<file path="config.mk">
export PLATFORM = sky130hd
export DESIGN_NAME = uart_frame_rx
export DESIGN_NICKNAME = d
export VERILOG_FILES = /design/src/rtl/uart_frame_rx.sv
export SDC_FILE = /design/constraint.sdc
export NUM_CORES = 1
export LEC_CHECK = 0
export ABC_AREA = 0
export ABC_CLOCK_PERIOD_IN_PS = 6850
export CAP_MARGIN = 5
export CORE_MARGIN = 5
export CORE_UTILIZATION = 51
export DETAILED_ROUTE_END_ITERATION = 6
export PLACE_DENSITY = 0.82
export SLEW_MARGIN = 25
export SYNTH_ARGS = -nofsm -noshare
export SYNTH_HDL_FRONTEND = slang
export SYNTH_SLANG_ARGS = --single-unit
</file>
<file path="constraint.sdc">
create_clock -name clk -period 6.85 [get_ports clk]
set_input_delay 0.685 -clock clk [delete_from_list [all_inputs] [get_ports clk]]
set_output_delay 0.685 -clock clk [all_outputs]
set_load 0.05 [all_outputs]
</file>
<file path="src/rtl/uart_frame_rx.sv">
// uart_frame_rx: hunts a preamble, gathers a payload plus optional sum checksum,
// and publishes it atomically with inter-byte timeout and error reporting.
module uart_frame_rx #(
    parameter logic [7:0] PREAMBLE_BYTE  = 8'hFF,
    parameter int         PREAMBLE_LEN   = 4,
    parameter int         PAYLOAD_BYTES  = 10,
    parameter int         CHECKSUM_EN    = 1,
    parameter int         TIMEOUT_CYCLES = 100000
) (
    input  logic                       clk,
    input  logic                       rst,
    input  logic                       rx_done,
    input  logic [7:0]                 current_rx,
    output logic [8*PAYLOAD_BYTES-1:0] frame_data,
    output logic                       frame_valid,
    output logic                       frame_err,
    output logic [1:0]                 err_code,
    output logic [15:0]                frame_count,
    output logic [15:0]                err_count
);
    localparam int IW = $clog2(PAYLOAD_BYTES + 1);
    localparam int TW = $clog2(TIMEOUT_CYCLES);

    typedef enum logic [1:0] {SYNC, PAYLOAD, CHECK} state_t;

    state_t                     state;
    logic [3:0]                 pre_cnt;
    logic [IW-1:0]              idx;
    logic [7:0]                 sum;
    logic [TW-1:0]              timer;
    logic [8*PAYLOAD_BYTES-1:0] staging;
    logic [8*PAYLOAD_BYTES-1:0] staged;
    logic                       last;
    logic                       run;
    logic                       expire;
    logic                       good;
    logic                       bad;
    logic                       fail;

    // staging with the current byte merged in, so a checksum-less frame can publish its last byte
    always_comb begin
        staged = staging;
        if (state == PAYLOAD) staged[8*int'(idx) +: 8] = current_rx;
    end

    assign last   = idx == IW'(PAYLOAD_BYTES - 1);
    assign run    = state != SYNC || pre_cnt != 4'd0;
    assign expire = !rx_done && run && timer == TW'(TIMEOUT_CYCLES - 1);
    assign good   = rx_done && ((state == PAYLOAD && last && CHECKSUM_EN == 0) ||
                                (state == CHECK && current_rx == sum));
    assign bad    = rx_done && state == CHECK && current_rx != sum;
    assign fail   = bad || (expire && state != SYNC);

    always_ff @(posedge clk or posedge rst) begin
        if (rst) begin
            state       <= SYNC;
            pre_cnt     <= '0;
            idx         <= '0;
            sum         <= '0;
            timer       <= '0;
            staging     <= '0;
            frame_data  <= '0;
            frame_valid <= 1'b0;
            frame_err   <= 1'b0;
            err_code    <= '0;
            frame_count <= '0;
            err_count   <= '0;
        end else begin
            frame_valid <= good;
            frame_err   <= fail;
            if (good) begin
                frame_data <= staged;
                if (frame_count != 16'hFFFF) frame_count <= frame_count + 16'd1;
            end
            if (fail) begin
                err_code <= bad ? 2'b01 : 2'b10;
                if (err_count != 16'hFFFF) err_count <= err_count + 16'd1;
            end
            if (rx_done) timer <= '0;
            else if (run) timer <= expire ? '0 : timer + TW'(1);
            if (expire) begin
                state   <= SYNC;
                pre_cnt <= '0;
            end else if (rx_done) begin
                case (state)
                    SYNC: begin
                        if (current_rx != PREAMBLE_BYTE) pre_cnt <= '0;
                        else if (pre_cnt == 4'(PREAMBLE_LEN - 1)) begin
                            pre_cnt <= '0;
                            idx     <= '0;
                            sum     <= '0;
                            state   <= PAYLOAD;
                        end else pre_cnt <= pre_cnt + 4'd1;
                    end
                    PAYLOAD: begin
                        staging <= staged;
                        sum     <= sum + current_rx;
                        idx     <= idx + IW'(1);
                        if (last) state <= CHECKSUM_EN != 0 ? CHECK : SYNC;
                    end
                    default: state <= SYNC;
                endcase
            end
        end
    end
endmodule

</file>
; After elaboration in Yosys (flattened, before gate mapping)
; Index checks and enable logic that the tools add are counted.
[op_classes]
addsub = 7
eq_ne = 15
shifts = 2
mux = 23
n_bitwise = 1
n_reduce_logical = 23
[op_table]
columns = operator, n
row1 = $bwmux W80, 1
row2 = $mux W80, 1
row3 = $shift A8 B33 Y80 const A, 1
row4 = $shiftx A8 B33 Y80, 1
row5 = $mux W17, 3
row6 = $neg A7 Y33, 1
row7 = $add A16 B1 Y16 const B, 2
row8 = $ne A16 B16 Y1 const B, 2
row9 = $mux W4, 7
row10 = $add A17 B1 Y17 const B, 1
row11 = $eq A17 B17 Y1 const B, 1
row12 = $mux W8, 2
row13 = $pmux W8 S2, 1
row14 = $mux W2, 6
row15 = $reduce_bool A2 Y1, 5
row16 = $ne A3 B3 Y1 const B, 3
row17 = $add A4 B1 Y4 const B, 2
row18 = $add A8 B8 Y8, 1
row19 = $eq A8 B8 Y1, 1
row20 = $ne A8 B8 Y1, 1
row21 = $ne A8 B8 Y1 const B, 1
row22 = $pmux W4 S2, 1
row23 = $logic_and A1 B1 Y1, 7
row24 = $reduce_and A2 Y1, 3
row25 = other kinds (14), 16
[totals]
ff_bits = 231
out_inout_bits = 116

; Logic depth before layout (Yosys ltp)
[depth]
ltp_word = 7
mapped_depth = 12
depth_no_buf = 7

; Worst setup path after synthesis
; Ideal clock, no wire load.
[synth_timing]
kind = register -> register
start = register idx[0]
end = register staging[0]
arrival_ps = 2633
t_required_ps = 6727
setup_slack_ps = 4093
stages_incl_launch_ff = 10
path_buffers = 4
synth_period_minus_slack_ps = 2757
cell_sequence = dfrtp_1 > buf_4 > clkinv_1 > clkbuf_1 > ha_1 > buf_2 > or4_1 > or4b_1 > buf_6 > mux2i_1
[synth_via]
elab_chain_cells = 4
[synth_rtl]
columns = item, line_no
row1 = start: declaration, 28  ; logic [IW-1:0] idx;
row2 = start signal: assignment, 98  ; idx <= idx + IW'(1);
row3 = $neg A7 Y33 *, 43  ; if (state == PAYLOAD) staged[8*int'(idx) +: 8] = current_rx;
row4 = $shiftx A8 B33 Y80 / $shift A8 B33 Y80 (equally long branches), 43
row5 = $bwmux W80 *, 43
row6 = $mux W80 *, 43
row7 = end signal: assignment, 96  ; staging <= staged;
row8 = end: declaration, 31  ; logic [8*PAYLOAD_BYTES-1:0] staging;
; Mark *: on every way between the ends. The rest lies on a longest branch, timed or not.
; A chain may end at the register's enable or synchronous reset.

; Worst setup path after layout
[layout_timing]
start = register idx[0]
end = register staging[57]
; The elaborated chain is that of the path after synthesis.

==> results by stage <==
Timing:
- For the final routed database, the setup TNS stands at 0 ns.
- The timing-limited maximum frequency is 282 MHz.
- The share of the clock period used by the worst path after layout is around 52%.
- The hold violation total from the final report is 0.
- The transition time at the pin with the least slew margin is 0.947 ns.
- The shortest clock period the worst path allows after layout is 3.54 ns.
- For the final database, setup skew stands at 0.0126 ns.
- Headroom to the max-slew limit came out at between 30 and 40%.
- Setup repair after global routing left no endpoint under its margin.
- The number of failing setup endpoints in the final timing report is 0.
- The final max-slew violation count came to 0.

Worst setup path:
- The worst setup path is launched from a flip-flop.
- For the worst setup path, the data required time is about 7.3 ns.
- The terminus of the critical flop-to-flop path is staging[57]$_DFFE_PP0P_.
- The capturing element type of the critical path is a flip-flop.
- At the worst endpoint, the arrival time is 3.96 ns.
- The highest cell delay on the worst timing path is ~0.8 ns.
- The slowest stage of the critical path is the sky130_fd_sc_hd__nor3_1 cell.
- The category of the critical setup timing path is flip-flop to flip-flop.
- The signal on the critical path passes through clkinv_1 > ha_1 > nand2b_1 > and2_1 > nor3_1 > nand2_1 > o21ai_0.
- The origin of the critical flop-to-flop path is idx[0]$_DFFE_PP0P_.
- The worst register-to-register path has a setup slack of about 3.3 ns.
- The number of cells traversed by the worst register-to-register path is 7.
- Along the worst path, the maximum fanout reaches 19.

Route:
- The number of remaining DRC errors is 0.
- The post-detailed-route via-to-cell ratio is between 5 and 6.
- The detail route stage leaves a number of antenna-violating nets equal to 0.
- The average detailed-routed wire length per instance is ~17 um.
- Before antenna repair, the detailed router went through 5 iterations.
- The total wirelength of the detailed-routed design is 24200 um.
- For this block, the initial DRC count from the detailed router was roughly 590.
- For this block, the via count after detailed routing is ~8000.

Global routing:
- Global routing used 20.0% of the available tracks.
- The first global-routing pass estimated between 30000 and 40000 um of wire.
- The initial antenna violation count is 1.
- The total overflow reported by the global router is 0.
- The number of global-route vias before repair came to roughly 7800.
- The pin count of the biggest net entering global routing is approximately 110.

Synth:
- In this run the mean area of a mapped cell was 9.88 um2.
- For this run, the register share of the synthesized area comes to between 50% and 60%.
- The proportion of netlist area held by the largest area contributor is between 50% and 60%.
- The synthesized design contains 231 register bits.
- Synthesis handed over a netlist of 1064 instances.
- The number of nets in the synthesized netlist is 1092.
- The number of unique standard cell types used by synthesis is 58.
- Of all flip-flops after synthesis, the portion carrying an async set or reset was 100%.
- In the post-synthesis netlist, the biggest area contributors are sky130_fd_sc_hd__dfrtp_1, sky130_fd_sc_hd__nand2_1, sky130_fd_sc_hd__o21ai_0.
- The number of synthesized flops with an enable pin is 0.
- The top cell type by total area after synthesis is sky130_fd_sc_hd__dfrtp_1.
- During synthesis, Yosys emitted a total of 0 warnings.
- Summing every instance area after synthesis gives roughly 11000 um2.
- In the synthesized netlist the dominant register cell turns out to be sky130_fd_sc_hd__dfrtp_1.

Cells and area:
- The finished layout cell area is ~13000 um2.
- In the final layout, the share of cells above drive strength 1 is roughly 6.9%.
- In the final design database the tool counted 1200 nets.
- The library cells used most frequently in the layout, excluding fill and tap cells, are sky130_fd_sc_hd__nand2_1, sky130_fd_sc_hd__dfrtp_1, sky130_fd_sc_hd__clkdlybuf4s50_1.
- The area added between synthesis and finish is 21.5%.
- The final antenna diode count is 0.
- The commonest non-fill, non-tap cell in the layout is sky130_fd_sc_hd__nand2_1.

Floorplan:
- The core region area is around 20000 um2.
- The floorplan step defined a die boundary enclosing 23600 um2.
- The cell row count is between 50 and 60.
- around 130 I/O pins were placed.
- Measured along the x axis, the die boundary spans ~150 um.
- The die is ~150 um tall.
- The starting density of the core is between 50% and 60%.

Placement:
- The placed wire-length estimate after detailed placement is between 15000 and 20000 um.
- The count of port buffers added during placement is roughly 130.
- The placed instances occupy a cell area of 11900 um2.
- Routability-driven placement finished with a final weighted congestion of approximately 0.90.

Clock network:
- The later pin in the worst-skew pair is clocked with a latency of between 0.5 and 0.6 ns.
- The number of sinks on the clock net is around 230.
- The number of setup buffers added after CTS is 0.
- Clock-pin slew was measured on the worst setup and hold paths at ~0.060 ns.
- In this run, post-CTS hold repair placed 0 buffers.
- The number of buffers on the longest clock path is 3.
- TritonCTS created 25 clock buffers.
- The root buffer cell is sky130_fd_sc_hd__clkbuf_16.
- The number of cells upsized or downsized after cts is 0.
- CTS built an H-tree with a depth of 1.
- The TritonCTS clock tree is yes.

Hold path:
- The worst hold path was traced through 2 stages.
- The startpoint of the most critical hold path is frame_data[28]$_DFFE_PP0P_.
- The capture endpoint of the worst hold path is frame_data[28]$_DFFE_PP0P_.
- The min-delay analysis places its worst path in the category flip-flop to flip-flop.

Power:
- For this design the ratio of total power to cell area is 218 nW/um2.
- IR analysis of the VDD net gives a maximum drop of roughly 140 uV.
- In this run the static leakage power is roughly 6 nW.

Outcome:
- The flow ran to the end, and the final reports show no timing, DRC or antenna violations.

Job:
- The max-cap violation count is 0.
==> cells by family after synthesis <==
| kind of cell | after synthesis | synth area share [%] |
|---|---|---|
| DFF | 231 | 55.0 |
| muxes | 60 | 6.04 |
| and+or+nand+nor | 488 | 21.2 |
| buffers and inverters | 77 | 3.15 |
| adders and majority gates | 17 | 2.09 |
| xor gates and xnor gates | 49 | 4.08 |
| AOI/OAI and AO/OA | 142 | 8.46 |
==> synthesized netlist by cell type, drive strengths merged (3+ instances only) <==
cell / count
buf: 19
nand2: 290
or4b: 3
o21bai: 3
nand4: 24
xnor2: 36
nor3: 12
a22o: 3
nor2: 52
and4: 7
or4: 3
a211oi: 5
clkbuf: 32
xor2: 13
nand3: 34
or3: 10
a21oi: 8
and2: 7
o211ai: 5
nand2b: 6
a31oi: 11
dfrtp: 231
nor4: 5
mux2: 28
and3: 20
ha: 16
nand3b: 3
nor2b: 4
o31ai: 19
o21ai: 75
nand4b: 3
inv: 25
mux2i: 32
==> routing by layer <==
layer / routed length (um) / part of all wire, % / global-route usage [%]
met1: 10600 / 44 / 27.5
met2: 11500 / 47 / 32.8
met3: 1600 / 6.6 / 4.16
met4: 501 / 2.1 / 4.92
met5: 20 / 0.083 / 0
==> where the power goes <==
part / leakage (nW) / switching (W) / total, W / internal, W
combinational: 2.31 / 0.0000477 / 0.0000610 / 0.0000133
clock: 0.415 / 0.000524 / 0.00136 / 0.000832
sequential: 3.18 / 0.000000416 / 0.00137 / 0.00137
total: 5.91 / 0.000573 / 0.00278 / 0.00221
==> sequential cells by signal (all words and copies together) (netlist names) <==
name and count:
idx 4, pre_cnt 4, state 2, err_count 16, frame_count 16, frame_data 80
frame_err 1, frame_valid 1, timer 17, err_code 2, staging 80, sum 8
==> per-stage QoR <==
stage / worst slack, ns / instances / util (%) / power, W / hold WS (ns)
detailed placement: 2.84 / 1415 / 58.8 / 0.00145 / 0.456
floorplan: 3.14 / 1064 / - / 0.00143 / 0.440
finish: 3.31 / 1458 / 62.9 / 0.00278 / 0.464
global route: 2.92 / 1458 / 62.9 / 0.00287 / 0.485
global placement: 2.92 / 1415 / 58.8 / 0.00145 / 0.451
CTS: 3.34 / 1458 / 62.9 / 0.00281 / 0.470
==> area by class of cell <==
type                    instances  area, um2
clock inverters                 9        120
multi-input cells             756       4400
well taps                     270        338
inverters                      26        103
fillers                      1614       7530
clock buffers                  34        709
flip-flops and latches        231       5780
repair buffers                132       1320
==> worst max-delay path by stage <==
stage | startpoint | endpoint | slack (ns)
after global routing | idx[0]$_DFFE_PP0P_ | staging[41]$_DFFE_PP0P_ | 2.92
final | idx[0]$_DFFE_PP0P_ | staging[57]$_DFFE_PP0P_ | 3.31
after detailed placement | current_rx[1] | frame_count[14]$_DFFE_PP0P_ | 2.84
after CTS | idx[0]$_DFFE_PP0P_ | staging[57]$_DFFE_PP0P_ | 3.34
after floorplan | rst | err_code[0]$_DFFE_PP0P_ | 3.14
after global placement | current_rx[1] | frame_count[14]$_DFFE_PP0P_ | 2.92
==> worst max-delay path, delay by kind of cell, from the launching register on <==
family                   cells  cell delay [ns]
flip-flops                   1             0.60
AND/OR/NAND/NOR              4             1.64
adder cells (fa/ha/maj)      1             0.50
buffers and inverters        1             0.51
AO/OA/AOI/OAI                1             0.19
Note: power is estimated with default switching activity, not from simulation.
